File: src/rtl/comp_seq_ctrl_pkg.sv
// comp_seq_ctrl_pkg
// Shared definitions for the sequential cascade comparator controller.
//   - CMP_GT / CMP_EQ / CMP_LT : one-hot {gt,eq,lt} compare encodings
//   - state_t                  : controller states ST_IDLE, ST_RUN, ST_DONE
//   - is_one_hot3()            : true when a 3-bit value has exactly one bit set
//   - sanitize_cas()           : maps a non-one-hot cascade seed to CMP_EQ
package comp_seq_ctrl_pkg;

    localparam logic [2:0] CMP_GT = 3'b100;
    localparam logic [2:0] CMP_EQ = 3'b010;
    localparam logic [2:0] CMP_LT = 3'b001;

    typedef enum logic [1:0] {
        ST_IDLE = 2'd0,
        ST_RUN  = 2'd1,
        ST_DONE = 2'd2
    } state_t;

    function automatic logic is_one_hot3(input logic [2:0] v);
        return (v == 3'b100) || (v == 3'b010) || (v == 3'b001);
    endfunction

    // An illegal seed would otherwise ride the cascade all the way to the
    // result, so it is replaced by the neutral "equal" value.
    function automatic logic [2:0] sanitize_cas(input logic [2:0] v);
        return is_one_hot3(v) ? v : CMP_EQ;
    endfunction

endpackage

File: src/rtl/comp_seq_ctrl_if.sv
// comp_seq_ctrl_if
// Handshake bundle between an operand producer / result consumer and the
// comp_seq_ctrl controller.
//   in_valid, a_in, b_in, cas_in : operand request from the producer
//   in_ready                     : controller can accept operands
//   out_valid, result            : compare result toward the consumer
//   out_ready                    : consumer accepts the result
//   busy                         : controller is working or holding a result
//   clear                        : synchronous abort of the current compare
// Modport master is the producer/consumer side, slave is the controller.
interface comp_seq_ctrl_if #(
    parameter int WIDTH = 16
) ();

    logic             in_valid;
    logic             in_ready;
    logic [WIDTH-1:0] a_in;
    logic [WIDTH-1:0] b_in;
    logic [2:0]       cas_in;
    logic             out_valid;
    logic             out_ready;
    logic [2:0]       result;
    logic             busy;
    logic             clear;

    modport master (
        output in_valid, a_in, b_in, cas_in, out_ready, clear,
        input  in_ready, out_valid, result, busy
    );

    modport slave (
        input  in_valid, a_in, b_in, cas_in, out_ready, clear,
        output in_ready, out_valid, result, busy
    );

endinterface

File: src/rtl/comp_seq_ctrl_slice.sv
// comp_slice
// Combinational SLICE-bit cascade comparator slice.
//   a, b : operand slices
//   c    : incoming cascade {gt,eq,lt} from the less significant slices
//   f    : outgoing cascade; a differing slice decides, an equal slice
//          passes the lower-order verdict through unchanged
module comp_slice
    import comp_seq_ctrl_pkg::*;
#(
    parameter int SLICE = 4
) (
    input  logic [SLICE-1:0] a,
    input  logic [SLICE-1:0] b,
    input  logic [2:0]       c,
    output logic [2:0]       f
);

    always_comb begin
        if (a > b) begin
            f = CMP_GT;
        end else if (a < b) begin
            f = CMP_LT;
        end else begin
            f = c;
        end
    end

endmodule

File: src/rtl/comp_seq_ctrl.sv
// comp_seq_ctrl
// Compares two WIDTH-bit operands over NSLICE cycles with a single SLICE-bit
// cascade comparator, least significant slice first. The running verdict is
// kept in a cascade register and fed back into the slice each cycle, so the
// most significant differing slice has the last word.
//   clk  : system clock, rising edge
//   rst  : asynchronous active-high reset
//   bus  : comp_seq_ctrl_if.slave (operand / result handshakes, busy, clear)
// WIDTH must be an integer multiple of SLICE.
module comp_seq_ctrl
    import comp_seq_ctrl_pkg::*;
#(
    parameter int WIDTH = 16,
    parameter int SLICE = 4
) (
    input  logic          clk,
    input  logic          rst,
    comp_seq_ctrl_if.slave bus
);

    localparam int NSLICE = WIDTH / SLICE;
    localparam int IDXW   = (NSLICE > 1) ? $clog2(NSLICE) : 1;
    localparam logic [IDXW-1:0] LAST_IDX = IDXW'(NSLICE - 1);

    state_t           state;
    state_t           next_state;
    logic [IDXW-1:0]  idx;
    logic [WIDTH-1:0] a_reg;
    logic [WIDTH-1:0] b_reg;
    logic [2:0]       cas_reg;
    logic [2:0]       slice_f;
    logic [SLICE-1:0] a_slice;
    logic [SLICE-1:0] b_slice;

    logic             in_ready_o;
    logic             out_valid_o;
    logic             busy_o;

    assign a_slice = a_reg[idx*SLICE +: SLICE];
    assign b_slice = b_reg[idx*SLICE +: SLICE];

    comp_slice #(
        .SLICE (SLICE)
    ) u_slice (
        .a (a_slice),
        .b (b_slice),
        .c (cas_reg),
        .f (slice_f)
    );

    // State register.
    always_ff @(posedge clk or posedge rst) begin
        if (rst) begin
            state <= ST_IDLE;
        end else begin
            state <= next_state;
        end
    end

    // Next-state logic. clear wins over every handshake on the same edge.
    always_comb begin
        next_state = state;
        if (bus.clear) begin
            next_state = ST_IDLE;
        end else begin
            case (state)
                ST_IDLE: if (bus.in_valid)      next_state = ST_RUN;
                ST_RUN:  if (idx == LAST_IDX)   next_state = ST_DONE;
                ST_DONE: if (bus.out_ready)     next_state = ST_IDLE;
                default:                        next_state = ST_IDLE;
            endcase
        end
    end

    // Datapath: operand capture, slice index and cascade register. Operands
    // are only sampled in IDLE and are otherwise held so the result stays
    // stable while DONE waits on the consumer.
    always_ff @(posedge clk or posedge rst) begin
        if (rst) begin
            idx     <= '0;
            a_reg   <= '0;
            b_reg   <= '0;
            cas_reg <= CMP_EQ;
        end else if (bus.clear) begin
            idx     <= '0;
            cas_reg <= CMP_EQ;
        end else begin
            case (state)
                ST_IDLE: begin
                    if (bus.in_valid) begin
                        a_reg   <= bus.a_in;
                        b_reg   <= bus.b_in;
                        idx     <= '0;
                        cas_reg <= sanitize_cas(bus.cas_in);
                    end
                end
                ST_RUN: begin
                    cas_reg <= slice_f;
                    idx     <= (idx == LAST_IDX) ? '0 : idx + 1'b1;
                end
                default: begin
                end
            endcase
        end
    end

    // Output decode. result always shows the cascade register; only
    // out_valid tells the consumer when it is meaningful.
    always_comb begin
        in_ready_o  = (state == ST_IDLE);
        out_valid_o = (state == ST_DONE);
        busy_o      = (state == ST_RUN) || (state == ST_DONE);
    end

    assign bus.in_ready  = in_ready_o;
    assign bus.out_valid = out_valid_o;
    assign bus.busy      = busy_o;
    assign bus.result    = cas_reg;

endmodule

File: src/flat_wrapper.sv
// flat-port wrapper written by rule: the top's interface ports become plain ports
module comp_seq_ctrl_flat import comp_seq_ctrl_pkg::*;
#(
    parameter int WIDTH = 16,
    parameter int SLICE = 4
)
  (clk, rst, bus_in_valid, bus_a_in, bus_b_in, bus_cas_in, bus_out_ready, bus_clear, bus_in_ready, bus_out_valid, bus_result, bus_busy);
  comp_seq_ctrl_if #(.WIDTH(WIDTH)) bus_i ();
  input  logic clk;
  input  logic rst;
  input wire logic [$bits(bus_i.in_valid)-1:0] bus_in_valid;
  input wire logic [$bits(bus_i.a_in)-1:0] bus_a_in;
  input wire logic [$bits(bus_i.b_in)-1:0] bus_b_in;
  input wire logic [$bits(bus_i.cas_in)-1:0] bus_cas_in;
  input wire logic [$bits(bus_i.out_ready)-1:0] bus_out_ready;
  input wire logic [$bits(bus_i.clear)-1:0] bus_clear;
  output wire logic [$bits(bus_i.in_ready)-1:0] bus_in_ready;
  output wire logic [$bits(bus_i.out_valid)-1:0] bus_out_valid;
  output wire logic [$bits(bus_i.result)-1:0] bus_result;
  output wire logic [$bits(bus_i.busy)-1:0] bus_busy;
  assign bus_i.in_valid = bus_in_valid;
  assign bus_i.a_in = bus_a_in;
  assign bus_i.b_in = bus_b_in;
  assign bus_i.cas_in = bus_cas_in;
  assign bus_i.out_ready = bus_out_ready;
  assign bus_i.clear = bus_clear;
  assign bus_in_ready = bus_i.in_ready;
  assign bus_out_valid = bus_i.out_valid;
  assign bus_result = bus_i.result;
  assign bus_busy = bus_i.busy;
  comp_seq_ctrl #(.WIDTH(WIDTH), .SLICE(SLICE)) u_core (.clk(clk), .rst(rst), .bus(bus_i));
endmodule
File: config.mk
export PLATFORM = sky130hd
export DESIGN_NAME = comp_seq_ctrl_flat
export DESIGN_NICKNAME = d
export VERILOG_FILES = /design/src/rtl/comp_seq_ctrl_pkg.sv /design/src/rtl/comp_seq_ctrl_if.sv /design/src/rtl/comp_seq_ctrl_slice.sv /design/src/rtl/comp_seq_ctrl.sv /design/src/flat_wrapper.sv
export SDC_FILE = /design/constraint.sdc
export NUM_CORES = 1
export LEC_CHECK = 0
export CAP_MARGIN = 20
export CORE_ASPECT_RATIO = 1.1
export CORE_MARGIN = 2
export CORE_UTILIZATION = 44
export CTS_CLUSTER_SIZE = 20
export DETAILED_ROUTE_END_ITERATION = 8
export HOLD_SLACK_MARGIN = 0.03
export PLACE_DENSITY = 0.72
export SLEW_MARGIN = 0
export SYNTH_ARGS = -nofsm -noshare
export SYNTH_HDL_FRONTEND = slang
export SYNTH_SLANG_ARGS = --single-unit
File: constraint.sdc
create_clock -name clk -period 5 [get_ports clk]
set_clock_uncertainty 0.05 [all_clocks]
set_input_delay 1 -clock clk [delete_from_list [all_inputs] [get_ports clk]]
set_output_delay 1 -clock clk [all_outputs]
set_load 0.05 [all_outputs]
==> After elaboration in Yosys (flattened, before gate mapping) <==
Index checks and enable logic that the tools add are counted.
{ "classes": {"n_reduce_logical": 9, "bitwise": 1, "order_cmp": 2, "add_sub_neg": 1, "mux": 15, "eq_ne": 10, "n_shift": 2} }
{ "op_table": {"columns": ["op", "n"], "rows": [
  ["$shiftx A16 B5 Y4", 2],
  ["$mux W3", 5],
  ["$mux W2", 7],
  ["$reduce_and A3 Y1", 3],
  ["$ne A3 B3 Y1 const B", 2],
  ["$pmux W2 S3", 1],
  ["$pmux W3 S2", 1],
  ["$eq A2 B2 Y1 const B", 2],
  ["$gt A4 B4 Y1", 1],
  ["$lt A4 B4 Y1", 1],
  ["$ne A4 B4 Y1 const B", 1],
  ["$pmux W2 S2", 1],
  ["$eq A3 B1 Y1 const B", 1],
  ["$eq A3 B2 Y1 const B", 1],
  ["$eq A3 B3 Y1 const B", 1],
  ["$logic_or A1 B1 Y1", 3],
  ["$ne A3 B2 Y1 const B", 1],
  ["$reduce_bool A3 Y1", 1],
  ["$add A2 B1 Y2 const B", 1],
  ["$eq A2 B1 Y1 const B", 1],
  ["$logic_not A2 Y1", 1],
  ["$reduce_and A2 Y1", 1],
  ["$not A1 Y1", 1]
]} }
{ "word_totals": {"out_inout_bits": 6, "reg_bits": 39, "inputBits": 40} }

==> Depth between registers and ports, before layout <==
Gate-level depths: netlist of the first run.
{ "logic_depth": {"word_depth": 7, "depth_mapped": 8} }

==> Hierarchy <==
Synthesis of the first run repeated with hierarchy kept, for this count alone.
{ "hier_totals": {"hier_cells": 141, "hier_area_um2": 2115.8} }
{ "by_module_without_submodules": {"columns": ["mod", "n_inst", "cells_per_inst", "area_per_inst_um2"], "rows": [
  ["comp_seq_ctrl", 1, 124, 1978.1],
  ["comp_slice", 1, 17, 137.6]
]} }

==> Worst setup path before layout of the first run <==
OpenSTA, ideal clock, no wires.
{ "synth_timing": {"path_kind": "reg-to-reg", "from": "register u_core.idx[0]", "to": "register u_core.cas_reg[1], in the netlist u_core.bus.result[1]", "arrival_ps": 2149, "path_stages_with_launch": 8, "t_required_ps": 4865, "path_slack_ps": 2716, "path_buffers": 1, "synth_period_minus_slack_ps": 2284, "path_cell_list": "dfrtp_1 buf_2 mux4_2 ha_1 nand4_1 nor2_1 a211oi_2 mux2_1"} }
{ "synth_via": {"elab_chain_cells": 5, "word_cells_on_any_way": 9, "classes_between": "2 x order compare; 1 x eq/ne; 2 x shift; 3 x mux; 1 x reduce/logical"} }
{ "synth_rtl": {"columns": ["element", "line", "text"], "rows": [
  ["start, declared", "comp_seq_ctrl.sv:27", "logic [IDXW-1:0] idx;"],
  ["start signal, assigned", "comp_seq_ctrl.sv:99", "idx <= (idx == LAST_IDX) ? '0 : idx + 1'b1;"],
  ["$shiftx A16 B5 Y4, on equally long branches", "comp_seq_ctrl.sv:39, comp_seq_ctrl.sv:40", null],
  ["$gt A4 B4 Y1", "comp_seq_ctrl_slice.sv:19", "if (a > b) begin"],
  ["$mux W3", "comp_seq_ctrl_slice.sv:19", null],
  ["$pmux W3 S2", "comp_seq_ctrl.sv:88", "case (state)"],
  ["$mux W3", "comp_seq_ctrl.sv:84", "end else if (bus.clear) begin"],
  ["end signal, assigned", "comp_seq_ctrl.sv:94", "cas_reg <= sanitize_cas(bus.cas_in);"],
  ["end signal, assigned", "comp_seq_ctrl.sv:98", "cas_reg <= slice_f;"],
  ["end, declared", "comp_seq_ctrl.sv:30", "logic [2:0] cas_reg;"]
]} }
Several ways; a longest one is shown, not always the timed one.
A chain may end at the register's enable or synchronous reset.

==> Final worst setup path of the first run <==
{ "layout_timing": {"from": "register u_core.state[0]", "to": "output bus_in_ready"} }
{ "layout_via": {"elab_chain_cells": 1} }
{ "layout_rtl": {"columns": ["element", "line", "text"], "rows": [
  ["start, declared", "comp_seq_ctrl.sv:25", "state_t state;"],
  ["start signal, assigned", "comp_seq_ctrl.sv:56", "state <= next_state;"],
  ["$logic_not A2 Y1", "comp_seq_ctrl.sv:110", "in_ready_o = (state == ST_IDLE);"],
  ["end, declared", "flat_wrapper.sv:17", "output wire logic [$bits(bus_i.in_ready)-1:0] bus_in_ready;"]
]} }
Every way passes these cells.

==> impl_table.tex, run 1 <==
\begin{tabular}{lr}
\hline
Metric & Value \\
\hline
\multicolumn{2}{l}{\textbf{Outcome}} \\
Run status & completed \\
\multicolumn{2}{l}{\textbf{Synthesis}} \\
Synth Cell Area & 0.00196 mm2 \\
Nets in the synthesized netlist & 191 \\
Synthesis-stage register bit count & 39 \\
Gate count of the mapped netlist & 142 \\
Number of different library cells in the post-synthesis netlist & 31 \\
Sequential-to-total area share from yosys stat & 0.498 \\
Average cell area after synthesis & 13.8 um2 \\
Synth Warn \# & 0 \\
\multicolumn{2}{l}{\textbf{STA}} \\
Pins Over Slew Limit & 0 \\
Number of endpoints with negative hold slack in the final report & 0 \\
Ratio of final minimum period to clock period & 0.616 \\
Min Clock Period, post-route & 3.08 ns \\
Setup repair after global routing missed its margin & no \\
Number of setup violations in the final report & 0 \\
Slew at the pin closest to its max-slew limit & 0.862 ns \\
Highest clock rate & 325 MHz \\
Worst-case headroom to the max-slew limit & 0.422 \\
Hold Worst Slack & 0.455 ns \\
Total Negative Setup Slacks & 0 ns \\
\multicolumn{2}{l}{\textbf{Floorplanning}} \\
I/O pin count & 46 \\
Number of standard-cell rows in the floorplan & 25 \\
Width of the chip & 67.6 um \\
Die Span Y & 74.0 um \\
Placeable core region & 0.00429 mm2 \\
Starting utilization of the core area & 0.458 \\
Die area & 0.00501 mm2 \\
\multicolumn{2}{l}{\textbf{Setup path}} \\
Crit Path Category & register to output pin \\
Required time worst endpoint & 3.95 ns \\
Top fanout value on the critical path & 7 \\
Data arrival time of the critical path & 2.03 ns \\
Critical Path Start Type & register \\
Kind of end point of the critical path & output pin \\
\multicolumn{2}{l}{\textbf{GRT}} \\
Pin count of the biggest net entering global routing & 40 \\
Met3 track demand over resource in global routing & 0.0393 \\
Met2 track demand over resource & 0.292 \\
First-pass GRT wire length & 6220 um \\
Most Used Layer, Global Route & met2 \\
GRT met1 Usage & 0.206 \\
Grt ovf & 0 \\
Total GRT Usage & 0.167 \\
Via count of the first global-routing pass & 1,372 \\
Number of antenna violations at the first check in global routing & 0 \\
\multicolumn{2}{l}{\textbf{Route}} \\
Vias per cell & 5.14 \\
Average detailed-routed wire length per instance & 15.1 um \\
Final Routed Wirelength & 3700 um \\
Count of routing violations after the opening detailed-route iteration & 61 \\
Final routed DRC violation total & 0 \\
Length of the first detailed-routing pass in iterations & 4 \\
Overall via count from detail\_route & 1,260 \\
Post-DRT Antenna Nets & 0 \\
\multicolumn{2}{l}{\textbf{Power}} \\
Net switching power figure & 0.498 mW \\
Sw Ratio & 0.353 \\
Combinational share of power & 0.460 \\
Sequential fraction of design power & 0.397 \\
IR Drop Worst-Case VDD & 0.212 mV \\
Power Dens Cells & 554 mW/mm2 \\
Cell-internal power & 0.911 mW \\
Leakage power total & 1.06 nW \\
Power share of the clock group & 0.143 \\
\multicolumn{2}{l}{\textbf{Finish}} \\
Commonest non-fill, non-tap cells in the layout & 45 x sky130\_fd\_sc\_hd\_\_clkdlybuf4s50\_1, 38 x sky130\_fd\_sc\_hd\_\_dfrtp\_1, 32 x sky130\_fd\_sc\_hd\_\_mux2\_2 \\
Layout cell share with drive strength beyond 1 & 0.283 \\
Finished Core Util & 0.594 \\
Synth-to-Final Area Change & 29.7\% \\
N\_diodes & 0 \\
Final standard cell count with taps included and fillers excluded & 245 \\
Net count reported at finish & 239 \\
Footprint of the multi-input gates & 918 um2 \\
Area occupied by registers & 977 um2 \\
Most common cell after layout, fill and taps aside & sky130\_fd\_sc\_hd\_\_clkdlybuf4s50\_1 \\
Fill cell instance count of the final layout & 346 \\
\multicolumn{2}{l}{\textbf{CTS}} \\
Number of buffers added by the clock tree synthesis step & 5 \\
Deepest clock path buffer count & 2 \\
Level count of the clock H-tree & 2 \\
Clock-pin slew reported for the worst setup and hold paths after clock tree synthesis & 0.07 ns \\
Cell at the root of the clock tree & sky130\_fd\_sc\_hd\_\_clkbuf\_8 \\
Post-CTS Hold Fix Bufs & 0 \\
Worst skew pair latency & 0.28 ns \\
Clock tree sinks & 39 \\
Buffers inserted by post-CTS timing repair & 0 \\
TritonCTS clock tree & done \\
Post-cts sizing count & 0 \\
\multicolumn{2}{l}{\textbf{Placement}} \\
Placer congestion estimate & 0.725 \\
Port Buffers & 45 \\
Hpwl dp & 2740 um \\
Placed Cells & 237 \\
\multicolumn{2}{l}{\textbf{Worst hold path}} \\
HP Class & register to register \\
\multicolumn{2}{l}{\textbf{Job}} \\
Max-cap violations & 0 \\
\hline
\end{tabular}
## cell families (layout without fill, tap and decap cells)
family | count (synthesis) | count (layout) | synth area share
multiplexers | 43 | 43 | 0.292
AND/OR/NAND/NOR | 21 | 21 | 0.0625
adder cells (fa/ha/maj) | 9 | 9 | 0.0574
AO/OA/AOI/OAI | 14 | 14 | 0.0568
buffers and inverters | 16 | 65 | 0.0332
flip-flops | 39 | 39 | 0.498
## cell usage after synthesis
cell,n,area [um2]
sky130_fd_sc_hd__nand2b_1,3,18.8
sky130_fd_sc_hd__o21ai_0,4,20.0
sky130_fd_sc_hd__a211oi_1,1,7.51
sky130_fd_sc_hd__a211o_2,1,10.0
sky130_fd_sc_hd__or4_1,2,15.0
sky130_fd_sc_hd__mux4_2,8,180
sky130_fd_sc_hd__a211oi_2,1,12.5
sky130_fd_sc_hd__nor2b_2,1,8.76
sky130_fd_sc_hd__a21oi_1,3,15.0
sky130_fd_sc_hd__o21bai_1,1,7.51
sky130_fd_sc_hd__or2b_1,1,7.51
sky130_fd_sc_hd__clkbuf_1,1,3.75
sky130_fd_sc_hd__nor4_1,2,12.5
sky130_fd_sc_hd__nor3_1,1,5.00
sky130_fd_sc_hd__a222oi_1,1,10.0
sky130_fd_sc_hd__inv_1,11,41.3
sky130_fd_sc_hd__mux2_2,32,360
sky130_fd_sc_hd__nor2b_1,1,6.26
sky130_fd_sc_hd__dfstp_2,1,26.3
sky130_fd_sc_hd__nand4_1,1,6.26
sky130_fd_sc_hd__dfrtp_1,38,951
sky130_fd_sc_hd__mux2i_1,2,20.0
sky130_fd_sc_hd__nand3b_2,1,11.3
sky130_fd_sc_hd__ha_1,9,113
sky130_fd_sc_hd__mux2_1,1,11.3
sky130_fd_sc_hd__nor2_1,5,18.8
sky130_fd_sc_hd__a21o_2,1,8.76
sky130_fd_sc_hd__a211oi_4,1,20.0
sky130_fd_sc_hd__nand3_1,1,5.00
sky130_fd_sc_hd__buf_2,4,20.0
sky130_fd_sc_hd__nand2_1,2,7.51
## worst paths after layout
kind                       cells after the start  slack (ns)                   end       startpoint
max in group asynchronous                      3        3.46  u_core.bus.result[1]              rst
min                                            1        0.46       u_core.a_reg[8]  u_core.a_reg[8]
min reg2reg                                    1        0.46       u_core.a_reg[8]  u_core.a_reg[8]
max                                            3        1.92          bus_in_ready  u_core.state[0]
max reg2reg                                    6        2.39  u_core.bus.result[1]    u_core.idx[0]
min in group asynchronous                      3        1.08      u_core.a_reg[11]              rst
## metrics by stage
step	setup WS [ns]	cell area [um2]	power, mW
3_3_place_gp	1.73	2460	1.18
3_5_place_dp	1.66	2460	1.22
4_1_cts	1.92	2540	1.43
2_1_floorplan	2.72	1960	1.04
6_report	1.92	2540	1.41
5_1_grt	1.74	2540	1.51
## layout make-up
type | instances | share of cell area
repair buffers | 46 | 0.180
inverters | 11 | 0.0162
clock inverters | 1 | 0.00197
clock buffers | 7 | 0.0300
multi-input cells | 87 | 0.361
flip-flops and latches | 39 | 0.384
well taps | 54 | 0.0266
## worst max-delay path: stages (launching register included)
cell and delay [ns]:
sky130_fd_sc_hd__dfrtp_1 0.41, sky130_fd_sc_hd__inv_1 0.10, sky130_fd_sc_hd__ha_1 0.36, sky130_fd_sc_hd__clkdlybuf4s50_1 0.87
## power groups by stage
stage / registers, mW / logic (mW) / clock network (mW)
4_1_cts: 0.562 / 0.655 / 0.208
6_report: 0.559 / 0.649 / 0.201
3_5_place_dp: 0.566 / 0.651 / 0
5_1_grt: 0.585 / 0.704 / 0.221
3_3_place_gp: 0.556 / 0.625 / 0
2_1_floorplan: 0.557 / 0.485 / 0
## routing by layer
metal  vias to the layer above  part of all wire
met5                         -                 0
met4                         0            0.0062
met3                         2             0.062
met2                        39              0.50
met1                       612              0.44
li1                        607                 -
No activity file was read; power rests on OpenSTA's default activity.
==> run 2: changes to the inputs <==
==> constraint.sdc (replaced) <==
create_clock -name clk -period 3.22 [get_ports clk]
set_clock_uncertainty 0.05 [all_clocks]
set_input_delay 0.644 -clock clk [delete_from_list [all_inputs] [get_ports clk]]
set_output_delay 0.644 -clock clk [all_outputs]
set_load 0.05 [all_outputs]
==> impl_table.tex, run 2 (synthesized netlist as in run 1, its figures left out) <==
\begin{tabular}{lr}
\hline
Metric & Value \\
\hline
\multicolumn{2}{l}{\textbf{Power}} \\
Leakage power total & 1.08 nW (+1.7\%) \\
Sequential fraction of design power & 0.388 (-0.009) \\
Power share of the clock group & 0.161 (+0.018) \\
IR Drop Worst-Case VDD & 0.405 mV (+91\%) \\
Post-layout total power & 2.25 mW (+60\%) \\
Sw Ratio & 0.350 (-0.00365) \\
Combinational share of power & 0.451 (-0.009) \\
Cell-internal power & 1.46 mW (+61\%) \\
Power Dens Cells & 870 mW/mm2 (+57\%) \\
Net switching power figure & 0.787 mW (+58\%) \\
\multicolumn{2}{l}{\textbf{Finish}} \\
Commonest non-fill, non-tap cells in the layout & 45 x sky130\_fd\_sc\_hd\_\_clkdlybuf4s50\_1, 38 x sky130\_fd\_sc\_hd\_\_dfrtp\_1, 32 x sky130\_fd\_sc\_hd\_\_mux2\_2 \\
Area occupied by registers & 977 um2 (unchanged) \\
Layout cell share with drive strength beyond 1 & 0.297 (+0.0142) \\
Fin area & 0.00259 mm2 (+1.7\%) \\
Footprint of the multi-input gates & 918 um2 (unchanged) \\
Net count reported at finish & 240 (+0.42\%) \\
Synth-to-Final Area Change & 31.9\% \\
N\_diodes & 0 (unchanged) \\
Most common cell after layout, fill and taps aside & sky130\_fd\_sc\_hd\_\_clkdlybuf4s50\_1 \\
Fill cell instance count of the final layout & 338 (-2.3\%) \\
\multicolumn{2}{l}{\textbf{Setup path}} \\
Data arrival time of the critical path & 2.04 ns (about the same) \\
Slowest stage delay, CP & 0.87 ns (about the same) \\
Kind of end point of the critical path & output pin \\
Crit Path Category & register to output pin \\
Top fanout value on the critical path & 7 (unchanged) \\
Required time worst endpoint & 2.53 ns (-1.42 ns) \\
CP cell instances & inv\_1 -> ha\_1 -> clkdlybuf4s50\_1 \\
Max stage delay cell, worst path & sky130\_fd\_sc\_hd\_\_clkdlybuf4s50\_1 \\
Critical Path Start Type & register \\
\multicolumn{2}{l}{\textbf{CTS}} \\
Worst skew pair latency & 0.29 ns (about the same) \\
TritonCTS clock tree & done \\
Cell at the root of the clock tree & sky130\_fd\_sc\_hd\_\_clkbuf\_8 \\
Post-CTS Hold Fix Bufs & 0 (unchanged) \\
Clock tree sinks & 39 (unchanged) \\
Clock-pin slew reported for the worst setup and hold paths after clock tree synthesis & 0.07 ns (about the same) \\
Deepest clock path buffer count & 2 (unchanged) \\
Buffers inserted by post-CTS timing repair & 0 (unchanged) \\
Number of buffers added by the clock tree synthesis step & 5 (unchanged) \\
Level count of the clock H-tree & 2 (unchanged) \\
Post-cts sizing count & 0 (unchanged) \\
\multicolumn{2}{l}{\textbf{GRT}} \\
Pin count of the biggest net entering global routing & 23 (-43\%) \\
Grt ovf & 0 (unchanged) \\
First-pass GRT wire length & 6310 um (+1.3\%) \\
Via count of the first global-routing pass & 1,346 (-1.9\%) \\
Total GRT Usage & 0.172 (+0.00504) \\
Number of antenna violations at the first check in global routing & 0 (unchanged) \\
\multicolumn{2}{l}{\textbf{Route}} \\
Post-DRT Antenna Nets & 0 (unchanged) \\
Length of the first detailed-routing pass in iterations & 4 (unchanged) \\
Final routed DRC violation total & 0 (unchanged) \\
Vias per cell & 5.32 (+3.5\%) \\
Overall via count from detail\_route & 1,309 (+3.9\%) \\
Average detailed-routed wire length per instance & 15.5 um (+2.6\%) \\
Final Routed Wirelength & 3810 um (+3.1\%) \\
Count of routing violations after the opening detailed-route iteration & 48 (-21\%) \\
\multicolumn{2}{l}{\textbf{Floorplanning}} \\
Die Span Y & 74.0 um (unchanged) \\
Number of standard-cell rows in the floorplan & 25 (unchanged) \\
Width of the chip & 67.6 um (unchanged) \\
Die area & 0.00501 mm2 (unchanged) \\
Starting utilization of the core area & 0.458 (unchanged) \\
Placeable core region & 0.00429 mm2 (unchanged) \\
I/O pin count & 46 (unchanged) \\
\multicolumn{2}{l}{\textbf{STA}} \\
Pins Over Slew Limit & 0 (unchanged) \\
Total Negative Setup Slacks & 0 ns (unchanged) \\
Setup repair after global routing missed its margin & no \\
Post-route setup slack & 0.490 ns (-1.43 ns) \\
Worst-case headroom to the max-slew limit & 0.552 (+0.130) \\
Slew at the pin closest to its max-slew limit & 0.671 ns (-0.190 ns) \\
Number of endpoints with negative hold slack in the final report & 0 (unchanged) \\
Number of setup violations in the final report & 0 (unchanged) \\
Highest clock rate & 366 MHz \\
Ratio of final minimum period to clock period & 0.848 \\
Min Clock Period, post-route & 2.73 ns \\
\multicolumn{2}{l}{\textbf{Placement}} \\
Placed inst area & 0.00248 mm2 (+0.81\%) \\
Hpwl dp & 2930 um (+6.9\%) \\
Dpl ws & 0.610 ns (-1.04 ns) \\
Placer congestion estimate & 0.744 (+2.6\%) \\
Port Buffers & 45 (unchanged) \\
\multicolumn{2}{l}{\textbf{Job}} \\
Max-cap violations & 0 (unchanged) \\
\multicolumn{2}{l}{\textbf{Worst hold path}} \\
HP Class & register to register \\
\multicolumn{2}{l}{\textbf{Outcome}} \\
Run status & completed \\
\hline
\end{tabular}
==> run 2: changes by cell type in the layout (fill, tap and decap cells not counted) <==
cell,change
sky130_fd_sc_hd__clkbuf_1,-2
sky130_fd_sc_hd__clkbuf_8,+2
sky130_fd_sc_hd__buf_12,+1
sky130_fd_sc_hd__clkinv_2,-1
sky130_fd_sc_hd__clkinvlp_4,+1
==> run 2: final timing paths <==
check | startpoint | endpoint | slack, ns | depth (start not counted)
setup / recovery | u_core.state[1] | bus_in_ready | 0.49 | 3
hold / removal | u_core.b_reg[1] | u_core.b_reg[1] | 0.45 | 1
setup reg to reg | u_core.idx[0] | u_core.bus.result[1] | 0.62 | 6
hold reg to reg | u_core.b_reg[1] | u_core.b_reg[1] | 0.45 | 1
max in group asynchronous | rst | u_core.bus.result[1] | 1.63 | 3
min in group asynchronous | rst | u_core.a_reg[8] | 0.70 | 2
==> run 2: cell type report <==
type | instances | share of cell area
Inverter | 11 | 0.0160
Multi-Input combinational cell | 87 | 0.355
Clock buffer | 7 | 0.0373
Clock inverter | 1 | 0.00290
Timing Repair Buffer | 47 | 0.185
Tap cell | 54 | 0.0261
Sequential cell | 39 | 0.378
==> run 2: critical path, delay by kind of cell (launching register included) <==
kind,cells,cell delay (ns)
buffers and inverters,2,0.97
DFF,1,0.40
adders and majority gates,1,0.37
==> run 2: power groups by stage <==
stage	registers (mW)	logic (mW)	clock network, mW
final	0.873	1.02	0.363
after global routing	0.909	1.10	0.393
after CTS	0.876	1.03	0.371
after detailed placement	0.886	1.02	0
after global placement	0.875	0.978	0
after floorplan	0.865	0.753	0
==> run 2: per-stage QoR <==
stage	hold WS, ns	utilization	instances
finish	0.453	0.604	246
global route	0.470	0.604	246
global placement	0.435	0.579	238
floorplan	0.424	-	142
CTS	0.460	0.604	246
detailed placement	0.443	0.579	238
==> run 2: per-layer routing <==
layer | global-route usage | wire length [um] | up-vias
met4 | 0.0476 | 43 | 0
met2 | 0.293 | 2010 | 40
li1 | - | - | 615
met3 | 0.0454 | 215 | 4
met1 | 0.217 | 1540 | 650
met5 | 0 | 0 | -
==> run 3: changes to the inputs <==
--- a/config.mk
+++ b/config.mk
@@ -12,7 +12,7 @@
 export CTS_CLUSTER_SIZE = 20
 export DETAILED_ROUTE_END_ITERATION = 8
 export HOLD_SLACK_MARGIN = 0.03
-export PLACE_DENSITY = 0.72
+export PLACE_DENSITY = 0.75
 export SLEW_MARGIN = 0
 export SYNTH_ARGS = -nofsm -noshare
 export SYNTH_HDL_FRONTEND = slang
==> constraint.sdc (replaced) <==
create_clock -name clk -period 2.2 [get_ports clk]
set_clock_uncertainty 0.05 [all_clocks]
set_input_delay 0.44 -clock clk [delete_from_list [all_inputs] [get_ports clk]]
set_output_delay 0.44 -clock clk [all_outputs]
set_load 0.05 [all_outputs]
==> impl_table.tex, run 3 (synthesized netlist as in run 1, its figures left out) <==
\begin{tabular}{lr}
\hline
Metric & Value \\
\hline
\multicolumn{2}{l}{\textbf{Outcome}} \\
Run status & finished with violations \\
Violations in the final reports & negative setup slack \\
\multicolumn{2}{l}{\textbf{Power}} \\
IR Drop Worst-Case VDD & 0.752 mV (+86\%) \\
Sequential fraction of design power & 0.352 (-0.036) \\
Net switching power figure & 1.29 mW (+64\%) \\
Cell-internal power & 2.29 mW (+56\%) \\
Sw Ratio & 0.360 (+0.0107) \\
Leakage power total & 1.13 nW (+3.9\%) \\
Power share of the clock group & 0.129 (-0.032) \\
Post-layout total power & 3.58 mW (+59\%) \\
Power Dens Cells & 1320 mW/mm2 (+52\%) \\
Combinational share of power & 0.519 (+0.068) \\
\multicolumn{2}{l}{\textbf{Placement}} \\
Port Buffers & 45 (unchanged) \\
Placed Cells & 243 (+2.1\%) \\
Placed inst area & 0.00252 mm2 (+1.7\%) \\
Hpwl dp & 2880 um (-1.6\%) \\
Placer congestion estimate & 0.776 (+4.3\%) \\
\multicolumn{2}{l}{\textbf{Setup path}} \\
Crit Path Category & register to register \\
Kind of end point of the critical path & register \\
Data arrival time of the critical path & 2.48 ns (+0.44 ns) \\
Critical Path Start Type & register \\
Required time worst endpoint & 2.37 ns (-0.16 ns) \\
Top fanout value on the critical path & 3 (-4) \\
\multicolumn{2}{l}{\textbf{STA}} \\
Ratio of final minimum period to clock period & 1.05 \\
Number of setup violations in the final report & 2 (+2) \\
Post-route setup slack & -0.108 ns (-0.598 ns) \\
Min Clock Period, post-route & 2.31 ns \\
Setup repair after global routing missed its margin & yes \\
Worst-case headroom to the max-slew limit & 0.667 (+0.116) \\
Highest clock rate & 433 MHz \\
Number of endpoints with negative hold slack in the final report & 0 (unchanged) \\
Hold Worst Slack & 0.456 ns (+0.00232 ns) \\
Slew at the pin closest to its max-slew limit & 0.499 ns (-0.173 ns) \\
Pins Over Slew Limit & 0 (unchanged) \\
\multicolumn{2}{l}{\textbf{Job}} \\
Max-cap violations & 0 (unchanged) \\
\multicolumn{2}{l}{\textbf{Finish}} \\
Net count reported at finish & 247 (+2.9\%) \\
N\_diodes & 0 (unchanged) \\
Fin area & 0.00270 mm2 (+4.5\%) \\
Synth-to-Final Area Change & 37.9\% \\
Commonest non-fill, non-tap cells in the layout & 42 x sky130\_fd\_sc\_hd\_\_clkdlybuf4s50\_1, 38 x sky130\_fd\_sc\_hd\_\_dfrtp\_1, 32 x sky130\_fd\_sc\_hd\_\_mux2\_2 \\
Layout cell share with drive strength beyond 1 & 0.392 (+0.0951) \\
Final standard cell count with taps included and fillers excluded & 253 (+2.8\%) \\
Finished Core Util & 0.631 (+0.0274) \\
Fill cell instance count of the final layout & 313 (-7.4\%) \\
Most common cell after layout, fill and taps aside & sky130\_fd\_sc\_hd\_\_clkdlybuf4s50\_1 \\
\multicolumn{2}{l}{\textbf{GRT}} \\
Number of antenna violations at the first check in global routing & 0 (unchanged) \\
Via count of the first global-routing pass & 1,452 (+7.9\%) \\
Grt ovf & 0 (unchanged) \\
Total GRT Usage & 0.175 (+0.00245) \\
Pin count of the biggest net entering global routing & 40 (+74\%) \\
First-pass GRT wire length & 6530 um (+3.6\%) \\
\multicolumn{2}{l}{\textbf{CTS}} \\
TritonCTS clock tree & done \\
Clock-pin slew reported for the worst setup and hold paths after clock tree synthesis & 0.08 ns (about the same) \\
Number of buffers added by the clock tree synthesis step & 5 (unchanged) \\
Cell at the root of the clock tree & sky130\_fd\_sc\_hd\_\_clkbuf\_8 \\
Level count of the clock H-tree & 2 (unchanged) \\
Post-CTS Hold Fix Bufs & 0 (unchanged) \\
Clock tree sinks & 39 (unchanged) \\
Deepest clock path buffer count & 2 (unchanged) \\
Worst skew pair latency & 0.29 ns (about the same) \\
\multicolumn{2}{l}{\textbf{Route}} \\
Overall via count from detail\_route & 1,324 (+1.1\%) \\
Average detailed-routed wire length per instance & 15.2 um (-2.0\%) \\
Final routed DRC violation total & 0 (unchanged) \\
Post-DRT Antenna Nets & 0 (unchanged) \\
Vias per cell & 5.23 (-1.7\%) \\
Length of the first detailed-routing pass in iterations & 4 (unchanged) \\
Final Routed Wirelength & 3840 um (+0.84\%) \\
Count of routing violations after the opening detailed-route iteration & 38 (-21\%) \\
\multicolumn{2}{l}{\textbf{Floorplanning}} \\
Width of the chip & 67.6 um (unchanged) \\
I/O pin count & 46 (unchanged) \\
Placeable core region & 0.00429 mm2 (unchanged) \\
Starting utilization of the core area & 0.458 (unchanged) \\
Number of standard-cell rows in the floorplan & 25 (unchanged) \\
Die Span Y & 74.0 um (unchanged) \\
Die area & 0.00501 mm2 (unchanged) \\
\multicolumn{2}{l}{\textbf{Worst hold path}} \\
HP Class & register to register \\
\hline
\end{tabular}
-- run 3: power by group through the flow --
stage	clock network, mW	registers [mW]	logic (mW)
6_report	0.461	1.26	1.86
5_1_grt	0.499	1.30	2.01
4_1_cts	0.470	1.26	1.83
3_5_place_dp	0	1.28	1.58
3_3_place_gp	0	1.27	1.51
2_1_floorplan	0	1.27	1.11
-- run 3: worst max-delay path: stages (launching register included) --
cell                       delay [ns]
sky130_fd_sc_hd__dfrtp_1         0.39
sky130_fd_sc_hd__buf_4           0.14
sky130_fd_sc_hd__mux4_2          0.54
sky130_fd_sc_hd__ha_4            0.29
sky130_fd_sc_hd__nand4_1         0.20
sky130_fd_sc_hd__nor3_2          0.23
sky130_fd_sc_hd__a211oi_2        0.07
sky130_fd_sc_hd__mux2_1          0.32
-- run 3: stage by stage --
stage | setup WS, ns | TNS, ns
2_1_floorplan | 0.0242 | 0
3_3_place_gp | -0.0293 | -0.0484
3_5_place_dp | -0.114 | -0.166
4_1_cts | -0.0776 | -0.107
5_1_grt | -0.155 | -0.315
6_report | -0.108 | -0.174
-- run 3: final timing paths --
path	startpoint	end	slack, ns	cells after the start
max	u_core.idx[0]	u_core.bus.result[1]	-0.11	7
min	u_core.b_reg[12]	u_core.b_reg[12]	0.46	1
max reg2reg	u_core.idx[0]	u_core.bus.result[1]	-0.11	7
min reg2reg	u_core.b_reg[12]	u_core.b_reg[12]	0.46	1
max in group asynchronous	rst	u_core.bus.result[1]	1.22	3
min in group asynchronous	rst	u_core.a_reg[0]	0.52	3
-- run 3: metal layers --
metal / GRT usage / wire (um) / vias to the layer above
li1: - / - / 625
met1: 0.225 / 1670 / 656
met3: 0.0408 / 210 / 2
met5: 0 / 0 / -
met4: 0.0499 / 10 / 0
met2: 0.295 / 1950 / 41
-- run 3: what timing repair did --
action | CTS | global route
pin swaps | 5 | 1
buffers inserted | 2 | 0
hold endpoints to repair | 0 | 0
gates cloned | 0 | 0
endpoints found under the setup margin | 2 | 3
gates resized for setup | 12 | 3
-- run 3: area by class of cell --
cell class / count / area, um2 / share of cell area
Inverter: 11 / 41.3 / 0.0153
Timing Repair Buffer: 54 / 539 / 0.199
Clock inverter: 1 / 5.00 / 0.00185
Clock buffer: 7 / 76.3 / 0.0282
Multi-Input combinational cell: 87 / 997 / 0.369
Tap cell: 54 / 67.6 / 0.0250
Sequential cell: 39 / 977 / 0.361
==> patch 1 (settings of run 2) <==
The 3 states of `state_t` get a one-hot encoding in 3 bits.
--- a/src/rtl/comp_seq_ctrl_pkg.sv
+++ b/src/rtl/comp_seq_ctrl_pkg.sv
@@ -10,10 +10,10 @@
     localparam logic [2:0] CMP_EQ = 3'b010;
     localparam logic [2:0] CMP_LT = 3'b001;
 
-    typedef enum logic [1:0] {
-        ST_IDLE = 2'd0,
-        ST_RUN  = 2'd1,
-        ST_DONE = 2'd2
+    typedef enum logic [2:0] {
+        ST_IDLE = 3'b001,
+        ST_RUN  = 3'b010,
+        ST_DONE = 3'b100
     } state_t;
 
     function automatic logic is_one_hot3(input logic [2:0] v);
Formal check against the unedited RTL: no difference found for any inputs over 10 cycles, from zero or initial values and one cycle with rst high; not proved beyond that.
==> patch 1 against run 2 <==
  * Sequential cell count is 1 higher
  * Cell area is 1.0% lower
  * Worst setup slack worse by 110 ps
  * Area after synthesis is 1.1% higher
  * First-iteration DRC count is 17% higher
  * Wire length is 5.3% lower
Power is not compared: it rests on default switching activity, and its combinational part moved more than twofold at a synthesized area within 25%.
==> patch 1: results (changes against run 2) <==
RUN_STATUS='finished, final reports clean'  # unchanged
DP.FINAL_HPWL_UM=2780  # was 2930 um
WORST_CASE_HOLD_SLACK_PS=456  # was 453 ps
MAX_FREQ_GHz=0.352  # was 0.366 GHz
FF_LATCH_AREA_MM2=0.00100  # was 977 um2
SYNTH.DISTINCT_CELLS=36  # was 31
PLACE_CONGESTION=0.773  # was 0.744
PIN_COUNT_OF_THE_BIGGEST_NET_ENTERING_GLOBAL_ROUTING=41  # was 23
VIASPERCELL=5.25  # was 5.32
WL_MET3_UM=177  # was 215 um
MULTI_INPUT_AREA_UM2=890  # was 918 um2
SYNTHXORXNORAREAFRAC_PCT=0.442  # was 0%
CRITICAL_PATH.MAX_STAGE_DELAY_PS=700  # was 870 ps
POSTSYNTHNETCOUNT=184  # was 191
YOSYS.AREA_SHARE.ADDER_PCT=3.16  # was 5.74%
GR-USAGE-ALL-LAYERS_PCT=17.5  # was 17.2%
WORST_SLACK_AFTER_DETAILED_PLACEMENT_PS=493  # was 610 ps
ARRIVAL_PS=2140  # was 2040 ps
SYNTH.AREA.MUX_SHARE_PCT=28.4  # was 29.2%
SIGNAL_BUFFER_AREA_FRACTION_PCT=18.2  # was 18.5%
SYNTH.YOSYS.SEQ_AREA_SHARE_PCT=50.6  # was 49.8%
TIMING.REG2REG.WORST_PATH_DEPTH=7  # was 6
DRT-INITIAL-DRC-COUNT=56  # was 48
FINAL_LAYOUT_SIZE_SUFFIX_GT1_SHARE_PCT=30.6  # was 29.7%
INVERTERS_EXCL_CLOCK=7  # was 11
PLACED_CELLS_INCL_TAPS=232  # was 238
==> patch 1: cell types whose count changed in the layout (fill, tap and decap cells not counted), sizes merged, moves of 4 or more <==
cell,run 2,this run
ha,9,5
inv,11,7
nor3,1,5
o21ai,4,0
==> patch 1: worst reg2reg max path, cell delays in order (launching register included) <==
cell      delay [ps]
dfrtp_1          710
mux4_2           580
ha_1             310
nor2b_1          130
o211ai_1         210
a211oi_2         100
nor2_1           210
mux2_4           320
==> patch 1: per-stage QoR <==
step	total power (uW)	cell area (um2)	util, %
after floorplan	874	1980	-
after global placement	968	2450	56.8
after detailed placement	983	2450	56.8
after CTS	1380	2560	59.3
after global routing	1440	2560	59.3
final	1360	2560	59.3
==> patch 1: where the power goes <==
| part | switching [uW] | internal [uW] |
|---|---|---|
| sequential | 55.2 | 599 |
| clock | 163 | 230 |
| combinational | 117 | 195 |
==> patch 1: metal layers <==
metal	vias to the layer above	GRT usage, %
li1	600	-
met4	0	6.00
met2	32	31.6
met3	6	4.69
met1	621	19.7
met5	-	0
==> patch 2 (config.mk and constraints of run 2) <==
Made on the original files. `SLICE` is set to 4 in 3 places; all go to 8.
--- a/src/rtl/comp_seq_ctrl_slice.sv
+++ b/src/rtl/comp_seq_ctrl_slice.sv
@@ -7,7 +7,7 @@
 module comp_slice
     import comp_seq_ctrl_pkg::*;
 #(
-    parameter int SLICE = 4
+    parameter int SLICE = 8
 ) (
     input  logic [SLICE-1:0] a,
     input  logic [SLICE-1:0] b,
--- a/src/rtl/comp_seq_ctrl.sv
+++ b/src/rtl/comp_seq_ctrl.sv
@@ -11,7 +11,7 @@
     import comp_seq_ctrl_pkg::*;
 #(
     parameter int WIDTH = 16,
-    parameter int SLICE = 4
+    parameter int SLICE = 8
 ) (
     input  logic          clk,
     input  logic          rst,
--- a/src/flat_wrapper.sv
+++ b/src/flat_wrapper.sv
@@ -2,7 +2,7 @@
 module comp_seq_ctrl_flat import comp_seq_ctrl_pkg::*;
 #(
     parameter int WIDTH = 16,
-    parameter int SLICE = 4
+    parameter int SLICE = 8
 )
   (clk, rst, bus_in_valid, bus_a_in, bus_b_in, bus_cas_in, bus_out_ready, bus_clear, bus_in_ready, bus_out_valid, bus_result, bus_busy);
   comp_seq_ctrl_if #(.WIDTH(WIDTH)) bus_i ();
Function: changed (Yosys sat finds a counterexample within 4 cycles, from zero or initial values and one cycle with rst high).
==> patch 2 against run 2 <==
  * Fmax decreased by 1.5%
  * Synthesized cell count rose by 5.6%
  * Area after synthesis is 1.1% lower
  * Combinational power grew 12%
  * Via count is 1.5% lower
  * Wire length decreased by 5.5%
  * Count of clock-buffer cells in the layout shrank 1
  * Worst setup slack lost 42 ps
  * Power grew 3.0%
  * Sequential cell count fell by 1
  * Critical endpoint is now u_core.bus.result[1]
  * Cell area is 2.2% lower
  * Clock power fell by 14%
==> patch 2: results (changes against run 2) <==
WORST_SLACK_AFTER_DETAILED_PLACEMENT_PS=449  # was 610 ps
MAX-VDD-IR-DROP_uV=388  # was 405 uV
SYNTH_AREA_LEADERS='dfrtp_1, mux2_2, ha_1'  # was dfrtp_1, mux2_2, mux4_2
DP.FINAL_HPWL_UM=2760  # was 2930 um
CTSHTREEMAXLEVEL=2  # unchanged
NNETSFINAL=251  # was 240
CRITICAL_PATH.SLOWEST_CELL='dfrtp_1'  # was clkdlybuf4s50_1
WIRE_PER_INST_UM=14.3  # was 15.5 um
MAX-SLEW-MARGIN-REL_PCT=49.3  # was 55.2%
SYN-MEAN-INSTANCE-AREA_UM2=12.9  # was 13.8 um2
RUN_STATUS='finished, final reports clean'  # unchanged
WORST_CASE_HOLD_SLACK_PS=456  # was 453 ps
SYNTH.YOSYS.SEQ_AREA_SHARE_PCT=49.1  # was 49.8%
VIASPERCELL=5.12  # was 5.32
GR-USAGE-ALL-LAYERS_PCT=16.9  # was 17.2%
MAX_FREQ_GHz=0.361  # was 0.366 GHz
CRITICAL_PATH.MAX_STAGE_DELAY_PS=840  # was 870 ps
PORT-BUFFER-COUNT=45  # unchanged
VIA_COUNT_OF_THE_FIRST_GLOBAL_ROUTING_PASS=1443  # was 1,346
PIN_COUNT_OF_THE_BIGGEST_NET_ENTERING_GLOBAL_ROUTING=39  # was 23
DPL_CELL_AREA_MM2=0.00245  # was 0.00248 mm2
BIGGEST_FANOUT_ALONG_THE_WORST_TIMING_PATH=18  # was 7
FIRST_PASS_GRT_WIRE_LENGTH_UM=6240  # was 6310 um
DRT-INITIAL-DRC-COUNT=49  # was 48
ARRIVAL_PS=2930  # was 2040 ps
DRTPASS1ITERATIONS=4  # unchanged
PLACE_CONGESTION=0.735  # was 0.744
POWER_LEAKAGE_uW=0.00107  # was 0.00108 uW
POSTSYNTHNETCOUNT=202  # was 191
DR_TOTAL_VIAS=1290  # was 1,309
POSTCTS_RESIZE_CNT=0  # unchanged
==> patch 2: critical path: cells and delay by family, from the launching register on <==
family | cells | cell delay, ps
AO/OA/AOI/OAI | 3 | 810
adder cells (fa/ha/maj) | 1 | 320
AND/OR/NAND/NOR | 2 | 250
multiplexers | 1 | 420
flip-flops | 1 | 840
==> patch 2: final timing paths <==
path	endpoint	start	depth (start not counted)
min in group asynchronous	u_core.b_reg[12]	rst	3
setup / recovery	u_core.bus.result[1]	u_core.idx	7
hold reg to reg	u_core.a_reg[14]	u_core.a_reg[14]	1
max in group asynchronous	u_core.bus.result[1]	rst	3
setup reg to reg	u_core.bus.result[1]	u_core.idx	7
hold / removal	u_core.a_reg[14]	u_core.a_reg[14]	1
==> patch 2: metal layers <==
metal	share of wire [%]	routed length, um	up-vias	global-route usage [%]
met5	0	0	-	0
met2	53	1900	33	30.0
met4	1.4	52	0	6.12
li1	-	-	631	-
met3	5.1	183	6	4.13
met1	41	1460	620	19.4
==> patch 2: layout make-up <==
type                            count  area, um2
Multi-Input combinational cell    102        943
Timing Repair Buffer               47        465
Fill cell                         368       1720
Tap cell                           54       67.6
Inverter                            5       18.8
Clock buffer                        6       82.6
Sequential cell                    38        952
==> patch 2: power by group <==
group          total [uW]  switching, uW  internal, uW
logic                1140            552           587
clock network         313            148           165
registers             867            151           716
total                2320            851          1470
==> patch 2: cell families (layout without fill, tap and decap cells) <==
family	Yosys count	in the layout	share of synthesized area, %
adder cells (fa/ha/maj)	12	12	7.74
flip-flops	38	38	49.1
multiplexers	49	49	27.9
buffers and inverters	10	58	2.26
AND/OR/NAND/NOR	23	23	6.64
AO/OA/AOI/OAI	18	18	6.32
